--- config.mk ---
export PLATFORM = sky130hd
export DESIGN_NAME = pc_ir_unit
export DESIGN_NICKNAME = d
export VERILOG_FILES = /design/src/rtl/pc_ir_unit_pkg.sv /design/src/rtl/pc_ir_unit_pc_next_sel.sv /design/src/rtl/pc_ir_unit.sv
export SDC_FILE = /design/constraint.sdc
export NUM_CORES = 1
export LEC_CHECK = 0
export BUFFER_PORTS_ARGS = -buffer_cell sky130_fd_sc_hd__buf_2
export CORE_MARGIN = 3
export CORE_UTILIZATION = 47
export DETAILED_ROUTE_END_ITERATION = 6
export PLACE_DENSITY = 0.77
export SLEW_MARGIN = 15
export SYNTH_ARGS = -nofsm -noshare
export SYNTH_HDL_FRONTEND = slang
export SYNTH_SLANG_ARGS = --single-unit
--- constraint.sdc ---
create_clock -name Clk -period 1.78 [get_ports Clk]
set_input_delay 0.267 -clock Clk [delete_from_list [all_inputs] [get_ports Clk]]
set_output_delay 0.267 -clock Clk [all_outputs]
set_load 0.02 [all_outputs]
--- src/rtl/pc_ir_unit_pkg.sv ---
// Shared encodings for the multicycle datapath: next-PC select codes and
// MIPS instruction field positions, plus small field helpers.
package pc_ir_unit_pkg;

    typedef enum logic [1:0] {
        PC_ALU    = 2'b00,
        PC_ALUOUT = 2'b01,
        PC_JUMP   = 2'b10,
        PC_HOLD   = 2'b11
    } pc_src_e;

    localparam int OP_MSB    = 31;
    localparam int OP_LSB    = 26;
    localparam int RS_MSB    = 25;
    localparam int RS_LSB    = 21;
    localparam int RT_MSB    = 20;
    localparam int RT_LSB    = 16;
    localparam int RD_MSB    = 15;
    localparam int RD_LSB    = 11;
    localparam int FUNCT_MSB = 5;
    localparam int FUNCT_LSB = 0;
    localparam int IMM_MSB   = 15;
    localparam int JIDX_MSB  = 25;

    function automatic logic [31:0] sign_ext16(input logic [15:0] imm);
        return {{16{imm[15]}}, imm};
    endfunction

    // Pseudo-direct jump: region bits come from the PC before it updates.
    function automatic logic [31:0] jump_target(input logic [31:0] pc,
                                                input logic [25:0] jidx);
        return {pc[31:28], jidx, 2'b00};
    endfunction

endpackage

--- src/rtl/pc_ir_unit_pc_next_sel.sv ---
// Next-PC multiplexer and PC write-enable qualification.
module pc_next_sel
    import pc_ir_unit_pkg::*;
(
    input  logic        pc_write,
    input  logic        is_branch,
    input  logic        zero,
    input  logic [1:0]  pc_source,
    input  logic [31:0] alu_result,
    input  logic [31:0] alu_out,
    input  logic [31:0] pc,
    input  logic [25:0] jump_index,
    output logic        pc_en,
    output logic [31:0] pc_next
);

    assign pc_en = pc_write | (is_branch & zero);

    // Select the candidate PC for the coming edge.
    always_comb begin
        pc_next = pc;
        case (pc_src_e'(pc_source))
            PC_ALU:    pc_next = alu_result;
            PC_ALUOUT: pc_next = alu_out;
            PC_JUMP:   pc_next = jump_target(pc, jump_index);
            PC_HOLD:   pc_next = pc;
            default:   pc_next = pc;
        endcase
    end

endmodule

--- src/rtl/pc_ir_unit.sv ---
// Program counter, instruction register, MDR/ALUOut staging registers and
// fetch counter for a multicycle MIPS datapath.
module pc_ir_unit
    import pc_ir_unit_pkg::*;
#(
    parameter logic [31:0] RESET_PC = 32'h0000_0000
) (
    input  logic        Clk,
    input  logic        Reset,
    input  logic        PCWrite,
    input  logic        isBranch,
    input  logic [1:0]  PCSource,
    input  logic        IRWrite,
    input  logic        lorD,
    input  logic [31:0] ALUResult,
    input  logic        Zero,
    input  logic [31:0] MemRdata,
    output logic [31:0] MemAddr,
    output logic [31:0] PC,
    output logic [31:0] Instr,
    output logic [5:0]  Op,
    output logic [5:0]  funct,
    output logic [4:0]  rs,
    output logic [4:0]  rt,
    output logic [4:0]  rd,
    output logic [31:0] SignImm,
    output logic [31:0] MDR,
    output logic [31:0] ALUOut,
    output logic [31:0] InstrCount
);

    logic [31:0] pc_r;
    logic [31:0] instr_r;
    logic [31:0] mdr_r;
    logic [31:0] alu_out_r;
    logic [31:0] instr_count_r;
    logic        pc_en;
    logic [31:0] pc_next;

    pc_next_sel u_pc_next_sel (
        .pc_write   (PCWrite),
        .is_branch  (isBranch),
        .zero       (Zero),
        .pc_source  (PCSource),
        .alu_result (ALUResult),
        .alu_out    (alu_out_r),
        .pc         (pc_r),
        .jump_index (instr_r[JIDX_MSB:0]),
        .pc_en      (pc_en),
        .pc_next    (pc_next)
    );

    // Architectural state; reset overrides every load enable.
    always_ff @(posedge Clk) begin
        if (Reset) begin
            pc_r          <= RESET_PC;
            instr_r       <= 32'h0000_0000;
            mdr_r         <= 32'h0000_0000;
            alu_out_r     <= 32'h0000_0000;
            instr_count_r <= 32'h0000_0000;
        end else begin
            if (pc_en) begin
                pc_r <= pc_next;
            end
            if (IRWrite) begin
                instr_r       <= MemRdata;
                instr_count_r <= instr_count_r + 32'd1;
            end
            mdr_r     <= MemRdata;
            alu_out_r <= ALUResult;
        end
    end

    assign MemAddr    = lorD ? alu_out_r : pc_r;
    assign PC         = pc_r;
    assign Instr      = instr_r;
    assign MDR        = mdr_r;
    assign ALUOut     = alu_out_r;
    assign InstrCount = instr_count_r;

    assign Op      = instr_r[OP_MSB:OP_LSB];
    assign funct   = instr_r[FUNCT_MSB:FUNCT_LSB];
    assign rs      = instr_r[RS_MSB:RS_LSB];
    assign rt      = instr_r[RT_MSB:RT_LSB];
    assign rd      = instr_r[RD_MSB:RD_LSB];
    assign SignImm = sign_ext16(instr_r[IMM_MSB:0]);

endmodule

==> metrics.txt, run 1 <==
status finished, final reports clean; Post-Syn Area 6897 sq um; crit path to InstrCount[18]; Fin Clk Skew around 0.012 ns; Syn Area/Cell around 9.4 sq um; Worst-Skew Late Latency 0.43 ns; Nets between 1,000 and 1,500; Detailed Place HPWL 14.33 mm; Vias/cell 5.127; post-synth cell types 33; worst-path fanout max 12; synth cell count leaders dfxtp_1 (160), nor2_1 (84), nor2b_1 (65); Min Clock Period, post-route ~1.6 ns; critical setup path kind reg2reg; critical path, cell by cell and4_1, nand3_4, or4_1, a21oi_1; Area contributors post-synth dfxtp_1 (46%), mux2i_1 (8.6%), buf_4 (6.5%); final worst slack between 0.1 and 0.15 ns; vias in the first global route around 5,700; initial antenna violation count 0; Worst Path Required 2.13 ns; fin cells about 1,200; Post-synth EDFFs 0; Worst VDD drop ~0.77 mV; final worst-path cycle share 92.41%; drt total wl 19.78 mm; overall routing resource usage about a quarter; R2R Path Start InstrCount[16]; drt first pass iters 4; reg-to-reg setup timing slack 0.14 ns; Worst-path clk slew around 0.060 ns; Top delay family on crit path simple AND/OR/NAND/NOR gates; slowest stage delay, CP ~0.55 ns; core box area approximately 14,000 sq um; Seq/Total Area, Yosys between 40% and 50%; Leak Pwr between 4 and 5 nW; share of layout cells above drive strength 1 42.81%; overall die height 127.1 microns; Non-Filler Cell Area, Final roughly 9100 sq um; Placed Area 8432 sq um; most frequent cell after synthesis dfxtp_1; DR vias 6,132; # clock sinks 160; H-tree depth 4; Routed Antenna Nets 0; Cell Rows 43; DP Cell Count 1,163; hold_buf cts 0; Min Hold Slack roughly 0.055 ns; Reg2Reg Depth 4; net count after synthesis just over 800; Routability Congestion between 0.8 and 0.9; die width around 130 microns; CTS tree yes; max cap viols 0; Setup Buffers After CTS 0; largest net degree at the start of global routing 75; Fmax between 0.6 and 0.7 GHz; multi-input logic area around 3000 sq um; ys async rst share 0%; Crit path buffers/inverters 0; num ports between 300 and 400; RSZ-0062 raised after global routing false; worst hold path type in2reg; Starting DRT DRC Count around 330; WL/cell around 17 microns; Syn Inst Count approximately 730; Fin. Hold Viols 0; Max clock buf depth 2; Synth top area share 46.44%; synthesis warning total 0; Setup WS pre-CTS between 0.03 and 0.04 ns; Worst path depth 4; critical path data arrival time 2.00 ns; setup TNS 0 ns; max-slew violation count 0; Finish-stage setup viols 0; FF/Latch Area roughly 3200 sq um; Synth Flop Type dfxtp_1; PortBufs between 300 and 400; register bit total from synthesis 160; CP max stage cell or4_1; Worst Max-Slew Pin Slew ~0.53 ns; Critical path origin InstrCount[16]; drt drc 0; post-synth top area cell dfxtp_1; die area 16,160 sq um; number of CTS-inserted buffers 17; Layout fillers between 1,000 and 1,500; post-CTS sizing 0; power density cells about 1000 nW/um^2; R2R Path End InstrCount[18]; Area Overhead vs Synth 31.51%; initial core utilization roughly half; Root Buffer clkbuf_16; gr ovfl total 0; n_diodes 0; Critical Path Source Type flop; global-route wire length before repair roughly 30 mm; CP Capture Type flop; Slew headroom between 60% and 70%
## routing by layer
metal | vias up | routed length (microns) | track usage, %
met1 | 2851 | 8016 | 28.38
met5 | - | 0 | 0
met2 | 240 | 10110 | 41.06
met3 | 24 | 1325 | 5.978
met4 | 0 | 329 | 6.940
li1 | 3017 | - | -
## worst min path at each step
stage                   start        endpoint  slack, ns  depth (start not counted)
2_1_floorplan    ALUResult[0]       ALUOut[0]       0.40                          1
3_3_place_gp   InstrCount[31]  InstrCount[31]       0.47                          2
3_5_place_dp   InstrCount[31]  InstrCount[31]       0.47                          2
4_1_cts          MemRdata[18]         MDR[18]       0.05                          2
5_1_grt         ALUResult[23]      ALUOut[23]       0.05                          2
6_report        ALUResult[21]      ALUOut[21]       0.06                          2
## where the power goes
| group | total, mW | internal, mW | switching [mW] |
|---|---|---|---|
| Clock | 3.80 | 2.27 | 1.53 |
| Combinational | 1.42 | 0.546 | 0.874 |
| Sequential | 3.90 | 3.76 | 0.145 |
## registers in the layout, summed over array words and instances (netlist names)
name	flops
InstrCount	32
PC	32
ALUOut	32
MDR	32
Instr	32
## worst reg2reg max path: cells and delay by family (launching register included)
kind | cells | cell delay, ns
and+or+nand+nor | 3 | 1.08
DFF | 1 | 0.35
AOI/OAI and AO/OA | 1 | 0.15
## cells in the final DEF, fill, tap and decap left out, types with 6 or more instances in the layout
cell	count
mux2_2	33
nor2b_1	65
o31ai_1	12
nor2_1	83
clkbuf_16	17
o21ai_0	33
a21oi_1	26
buf_2	322
buf_4	29
or4_1	12
or3_1	7
dfxtp_1	160
buf_12	6
nand4_1	8
a22oi_1	26
nand2_1	47
mux2i_1	59
a211oi_1	6
nand3_1	8
xor2_1	8
## final cells by class
class                   count  area share (%)
flip-flops and latches    160           35.32
multi-input cells         464           33.77
repair buffers            357           21.49
clock buffers              18           4.842
well taps                 180           2.483
clock inverters            14           1.973
inverters                   3          0.1242
## logic make-up after synthesis
group / share of synthesized area [%]
muxes: 13.95
and+or+nand+nor: 18.83
xor gates and xnor gates: 1.397
buffers and inverters: 9.579
DFF: 46.44
adders and majority gates: 0.7257
AOI/OAI and AO/OA: 9.071
## stage by stage
step	power, mW	utilization, %
3_5_place_dp	5.407	59.82
6_report	9.123	64.34
2_1_floorplan	4.924	-
3_3_place_gp	5.382	59.82
4_1_cts	9.178	64.20
5_1_grt	9.455	64.34
(Power assumes the default switching activity.)
==> run 2, diff against run 1 <==
--- a/config.mk
+++ b/config.mk
@@ -6,10 +6,11 @@
 export NUM_CORES = 1
 export LEC_CHECK = 0
 export BUFFER_PORTS_ARGS = -buffer_cell sky130_fd_sc_hd__buf_2
+export CAP_MARGIN = 40
 export CORE_MARGIN = 3
 export CORE_UTILIZATION = 47
 export DETAILED_ROUTE_END_ITERATION = 6
-export PLACE_DENSITY = 0.77
+export PLACE_DENSITY = 0.83
 export SLEW_MARGIN = 15
 export SYNTH_ARGS = -nofsm -noshare
 export SYNTH_HDL_FRONTEND = slang
==> metrics.txt, run 2 (same netlist as run 1, synthesis figures left out) <==
status finished, final reports clean (unchanged); initial core utilization 48.93% (unchanged); drt drc 0 (unchanged); H-tree depth 4 (unchanged); Crit path buffers/inverters 1 (was 0); overall die height 127.1 microns (unchanged); global-route wire length before repair 30.50 mm (was 30.23 mm); core box area 14,100 sq um (unchanged); DR vias 6,192 (was 6,132); worst hold path type in2reg (unchanged); Area Overhead vs Synth 30.81% (was 31.51%); Starting DRT DRC Count 442 (was 332); max-slew violation count 0 (unchanged); critical setup path kind reg2reg (unchanged); Reg2Reg Depth 5 (was 4); Non-Filler Cell Area, Final 9021 sq um (was 9070 sq um); Cell Rows 43 (unchanged); drt first pass iters 5 (was 4); Fin Clk Skew 0.008266 ns (was 0.01184 ns); Min-Delay Endpoint ALUOut[18] (was ALUOut[21]); largest net degree at the start of global routing 72 (was 75); slowest stage delay, CP 0.39 ns (was 0.55 ns); vias in the first global route 5,782 (was 5,670); Vias/cell 5.195 (was 5.127); initial antenna violation count 0 (unchanged); min-delay src ALUResult[18] (was ALUResult[21]); RSZ-0062 raised after global routing false (unchanged); Root Buffer clkbuf_16 (unchanged); Worst Path Required 2.13 ns (about the same); die area 16,160 sq um (unchanged); commonest non-fill, non-tap cells in the layout buf_2 (322), dfxtp_1 (160), nor2_1 (83) (unchanged); FF/Latch Area 3203 sq um (unchanged); R2R Path End InstrCount[14] (was InstrCount[18]); gr ovfl total 0 (unchanged); Slew headroom 66.21% (was 64.93%); R2R Path Start InstrCount[10] (was InstrCount[16]); worst-path fanout max 5 (was 12); Worst VDD drop 0.5369 mV (was 0.7690 mV); Fmax 0.5934 GHz (was 0.6080 GHz); WL/cell 16.90 microns (was 16.54 microns); number of CTS-inserted buffers 17 (unchanged); Layout fillers 1,139 (was 1,193); die width 127.1 microns (unchanged); overall routing resource usage 23.65% (was 23.43%); CTS tree yes (unchanged); Nets 1,076 (was 1,080); Critical Path Source Type flop (unchanged); CP max stage cell or3_1 (was or4_1); num ports 324 (unchanged); multi-input logic area 3063 sq um (unchanged); Routability Congestion 0.8732 (was 0.8258); Fin. Hold Viols 0 (unchanged); Top delay family on crit path simple AND/OR/NAND/NOR gates (unchanged); Worst-path clk slew 0.06 ns (about the same); Final Util 64.00% (was 64.34%); Detailed Place HPWL 14.66 mm (was 14.33 mm); Leak Pwr 4.472 nW (was 4.506 nW); hold_buf cts 0 (unchanged); CP Capture Type flop (unchanged); total power 9.031 mW (was 9.123 mW); final worst-path cycle share 94.68% (was 92.41%); Worst Max-Slew Pin Slew 0.5062 ns (was 0.5253 ns); Max clock buf depth 2 (unchanged); Routed Antenna Nets 0 (unchanged); n_diodes 0 (unchanged); share of layout cells above drive strength 1 42.29% (was 42.81%); hold path depth 2 (unchanged); power density cells 1001 nW/um^2 (was 1006 nW/um^2); reg-to-reg setup timing slack 0.09 ns (was 0.14 ns); # clock sinks 160 (unchanged); critical path, cell by cell and4_2, buf_4, nand4_1, or3_1, a21oi_1 (was and4_1, nand3_4, or4_1, a21oi_1); most common cell after layout, fill and taps aside buf_2 (unchanged); Placed Area 8404 sq um (was 8432 sq um); PortBufs 323 (unchanged); Min Clock Period, post-route 1.685 ns (was 1.645 ns); max cap viols 0 (unchanged); Worst-Skew Late Latency 0.42 ns (was 0.43 ns); critical path data arrival time 2.03 ns (was 2.00 ns); Finish-stage setup viols 0 (unchanged); drt total wl 20.15 mm (was 19.78 mm)
## run 2: final cells by class
class / count / share of cell area, %
clock buffer: 23 / 5.187
clock inverter: 9 / 1.456
inverter: 3 / 0.1248
multi-input combinational: 464 / 33.95
sequential: 160 / 35.51
tap: 180 / 2.497
timing repair buffer: 353 / 21.28
## run 2: what timing repair did
item | in CTS | in global routing
resized for setup | 0 | 6
setup endpoints to repair | 0 | 15
buffers inserted | 0 | 0
## run 2: worst max path at each step
stage                        start        endpoint  slack (ns)  cells past startpoint
CTS                  InstrCount[5]  InstrCount[28]       0.005                      4
detailed placement   InstrCount[5]  InstrCount[28]       -0.01                      4
finish              InstrCount[10]  InstrCount[14]        0.09                      5
global placement     InstrCount[5]  InstrCount[28]        0.07                      4
global route        InstrCount[10]  InstrCount[14]       0.001                      5
floorplan            InstrCount[0]  InstrCount[28]        0.03                      5
## run 2: through the flow
stage                     worst slack, ns  instances   TNS (ns)  hold WS, ns
after CTS                        0.005136       1191          0      0.05463
final                             0.09474       1192          0      0.07560
after global placement            0.06960       1159          0       0.4711
after floorplan                   0.02983        733          0       0.3952
after detailed placement        -0.009738       1159  -0.009738       0.4776
after global routing             0.001315       1192          0      0.05495
## run 2: routing by layer
metal / up-vias / GRT usage, % / share of wire [%]
li1: 2996 / - / -
met1: 2889 / 28.52 / 40
met2: 279 / 41.81 / 51
met3: 28 / 5.184 / 6.9
met4: 0 / 7.823 / 1.6
met5: - / 0 / 0
## run 2: report_power, final
group,switching [mW],internal [mW]
Combinational,0.886,0.546
Sequential,0.144,3.76
Clock,1.41,2.28
Total,2.44,6.59
==> run 3, diff against run 2 <==
--- a/config.mk
+++ b/config.mk
@@ -10,8 +10,9 @@
 export CORE_MARGIN = 3
 export CORE_UTILIZATION = 47
 export DETAILED_ROUTE_END_ITERATION = 6
-export PLACE_DENSITY = 0.83
+export PLACE_DENSITY = 0.82
 export SLEW_MARGIN = 15
 export SYNTH_ARGS = -nofsm -noshare
 export SYNTH_HDL_FRONTEND = slang
+export SYNTH_HIERARCHICAL = 1
 export SYNTH_SLANG_ARGS = --single-unit
==> metrics.txt, run 3 <==
synth cell count leaders dfxtp_1 (160), nor2_1 (80), mux2i_1 (69) (was dfxtp_1 (160), nor2_1 (84), nor2b_1 (65)); Seq/Total Area, Yosys 45.37% (was 46.44%); most frequent cell after synthesis dfxtp_1 (unchanged); Synth top area share 45.37% (was 46.44%); Root Buffer clkbuf_16 (unchanged); reg-to-reg setup timing slack -0.12 ns (was 0.09 ns); # clock sinks 160 (unchanged); initial antenna violation count 1 (was 0); net count after synthesis 741 (was 810); critical path, cell by cell nand3_1, or4_4, or4_1, a21oi_1 (was and4_2, buf_4, nand4_1, or3_1, a21oi_1); Post-synth EDFFs 0 (unchanged); post-synth cell types 38 (was 33); synthesis warning total 6 (was 0); critical setup path kind reg2reg (unchanged); Fmax 0.5275 GHz (was 0.5934 GHz); num ports 324 (unchanged); global-route wire length before repair 30.06 mm (was 30.50 mm); Syn Area/Cell 10.59 sq um (was 9.409 sq um); gr ovfl total 0 (unchanged); vias in the first global route 5,807 (was 5,782); post-synthesis mux area share 23.71% (was 13.95%); WL/cell 17.23 microns (was 16.90 microns); Post-Syn Area 7061 sq um (was 6897 sq um); Synth Flop Type dfxtp_1 (unchanged); PortBufs 323 (unchanged); die area 16,530 sq um (was 16,160 sq um); worst-path fanout max 7 (was 5); Layout fillers 1,110 (was 1,139); drt drc 0 (unchanged); Starting DRT DRC Count 359 (was 442); H-tree depth 4 (unchanged); DR vias 6,057 (was 6,192); Worst-path clk slew 0.07 ns (was 0.06 ns); CTS tree yes (unchanged); Cell Rows 44 (was 43); Min Clock Period, post-route 1.896 ns (was 1.685 ns); final worst slack -0.1156 ns (was 0.09474 ns); CP Capture Type flop (unchanged); R2R Path End InstrCount[29] (was InstrCount[14]); status complete, but fails checks (was finished, final reports clean); drt total wl 20.13 mm (was 20.15 mm); ys async rst share 0% (unchanged); number of CTS-inserted buffers 17 (unchanged); Routability Congestion 0.8408 (was 0.8732); max-slew violation count 0 (unchanged); initial core utilization 48.40% (was 48.93%); Area Overhead vs Synth 36.63% (was 30.81%); Min Hold Slack 0.06792 ns (was 0.07560 ns); Reg2Reg Depth 4 (was 5); crit path to InstrCount[29] (was InstrCount[14]); post-synthesis adder-cell area fraction 0.1772% (was 0.7257%); critical path data arrival time 2.24 ns (was 2.03 ns); power density cells 930.8 nW/um^2 (was 1001 nW/um^2); Final Util 66.12% (was 64.00%); Syn Inst Count 667 (was 733); Worst Max-Slew Pin Slew 0.4923 ns (was 0.5062 ns); Routed Antenna Nets 0 (unchanged); max cap viols 0 (unchanged); compound-cell area share of the yosys netlist 3.580% (was 9.071%); overall die height 128.6 microns (was 127.1 microns); worst hold path type in2reg (unchanged); commonest non-fill, non-tap cells in the layout buf_2 (322), dfxtp_1 (137), nor2_1 (80) (was buf_2 (322), dfxtp_1 (160), nor2_1 (83)); overall routing resource usage 22.94% (was 23.65%); Finish-stage setup viols 12 (was 0); Fin Clk Skew 0.008044 ns (was 0.008266 ns); slowest stage delay, CP 0.60 ns (was 0.39 ns); share of layout cells above drive strength 1 53.96% (was 42.29%); most common cell after layout, fill and taps aside buf_2 (unchanged); RSZ-0062 raised after global routing true (was false); die width 128.6 microns (was 127.1 microns); Worst-Skew Late Latency 0.42 ns (about the same); Post-Synth XOR/XNOR Area 1.489% (was 1.397%); Critical Path Source Type flop (unchanged); largest net degree at the start of global routing 75 (was 72); final worst-path cycle share 106.5% (was 94.68%); core box area 14,590 sq um (was 14,100 sq um); R2R Path Start InstrCount[2] (was InstrCount[10]); Slew headroom 67.13% (was 66.21%); Area contributors post-synth dfxtp_1 (45%), mux2i_1 (9.8%), mux4_2 (8.0%) (was dfxtp_1 (46%), mux2i_1 (8.6%), buf_4 (6.5%)); Worst Path Required 2.13 ns (about the same); largest family of logic cells by synthesized area multiplexers (was simple AND/OR/NAND/NOR gates); Max clock buf depth 2 (unchanged); simple-gate area share of the yosys netlist 16.07% (was 18.83%); Critical path origin InstrCount[2] (was InstrCount[10]); CP max stage cell or4_4 (was or3_1); register bit total from synthesis 160 (unchanged); failing checks setup timing; Leak Pwr 4.775 nW (was 4.472 nW); n_diodes 0 (unchanged); post-synth top area cell dfxtp_1 (unchanged); Vias/cell 5.186 (was 5.195); drt first pass iters 4 (was 5); Worst VDD drop 0.9187 mV (was 0.5369 mV); Detailed Place HPWL 14.25 mm (was 14.66 mm); Nets 1,045 (was 1,076); Fin. Hold Viols 0 (unchanged)
==> run 3: power by group <==
| group | internal, mW | switching [mW] |
|---|---|---|
| logic | 0.577 | 0.804 |
| registers | 3.72 | 0.140 |
| clock network | 2.22 | 1.52 |
| total | 6.52 | 2.46 |
==> run 3: final cells by class <==
| type | count | area, sq um | share of cell area, % |
|---|---|---|---|
| Clock buffer | 19 | 464.2 | 4.812 |
| Clock inverter | 13 | 147.6 | 1.530 |
| Inverter | 4 | 15.01 | 0.1556 |
| Multi-Input combinational cell | 403 | 3341 | 34.63 |
| Sequential cell | 160 | 3282 | 34.02 |
| Tap cell | 184 | 230.2 | 2.387 |
| Timing Repair Buffer | 385 | 2167 | 22.46 |
==> run 3: cell families (layout without fill, tap and decap cells) <==
group | count (synthesis) | count (layout)
simple gates | 216 | 217
flops | 160 | 160
mux | 130 | 130
buf+inv | 105 | 421
compound gates | 43 | 43
xor+xnor | 12 | 12
fa+ha+maj | 1 | 1
==> run 3: worst min-delay path by stage <==
stage / start / to / slack [ns] / depth (start not counted)
after floorplan: ALUResult[0] / ALUOut[0] / 0.40 / 1
after global placement: InstrCount[22] / InstrCount[22] / 0.46 / 2
after detailed placement: InstrCount[22] / InstrCount[22] / 0.47 / 2
after CTS: ALUResult[25] / ALUOut[25] / 0.05 / 2
after global routing: MemRdata[19] / MDR[19] / 0.05 / 2
final: MemRdata[22] / MDR[22] / 0.07 / 2
==> run 3: timing repair <==
item                                    4_1_cts  5_1_grt
pin swaps                                     8       12
setup buffers                                10        4
gates resized for setup                      16       15
hold buffers                                  0        0
endpoints found under the setup margin       13       15
gates cloned                                  0        1
==> run 3: layer usage <==
layer  vias to the layer above  part of all wire, %  GRT usage [%]
li1                       2882                    -              -
met1                      2872                   38          26.74
met2                       268                   52          40.36
met3                        33                  8.5          6.849
met4                         2                  1.8          7.659
met5                         -                0.050              0
==> run 3: worst max-delay path: cells and delay by family, from the launching register on <==
kind / cells / cell delay, ns
flops: 1 / 0.41
compound gates: 1 / 0.15
simple gates: 3 / 1.27
==> run 3: per-stage QoR <==
step	setup TNS, ns	setup slack (ns)	std cells	area [sq um]	power, mW
2_1_floorplan	-0.4741	-0.1298	667	7162	4.905
3_3_place_gp	-0.2858	-0.08468	1121	8777	5.295
3_5_place_dp	-0.7385	-0.1385	1121	8777	5.321
4_1_cts	-0.3659	-0.08799	1163	9539	9.075
5_1_grt	-1.755	-0.1696	1168	9647	9.325
6_report	-0.8337	-0.1156	1168	9647	8.979
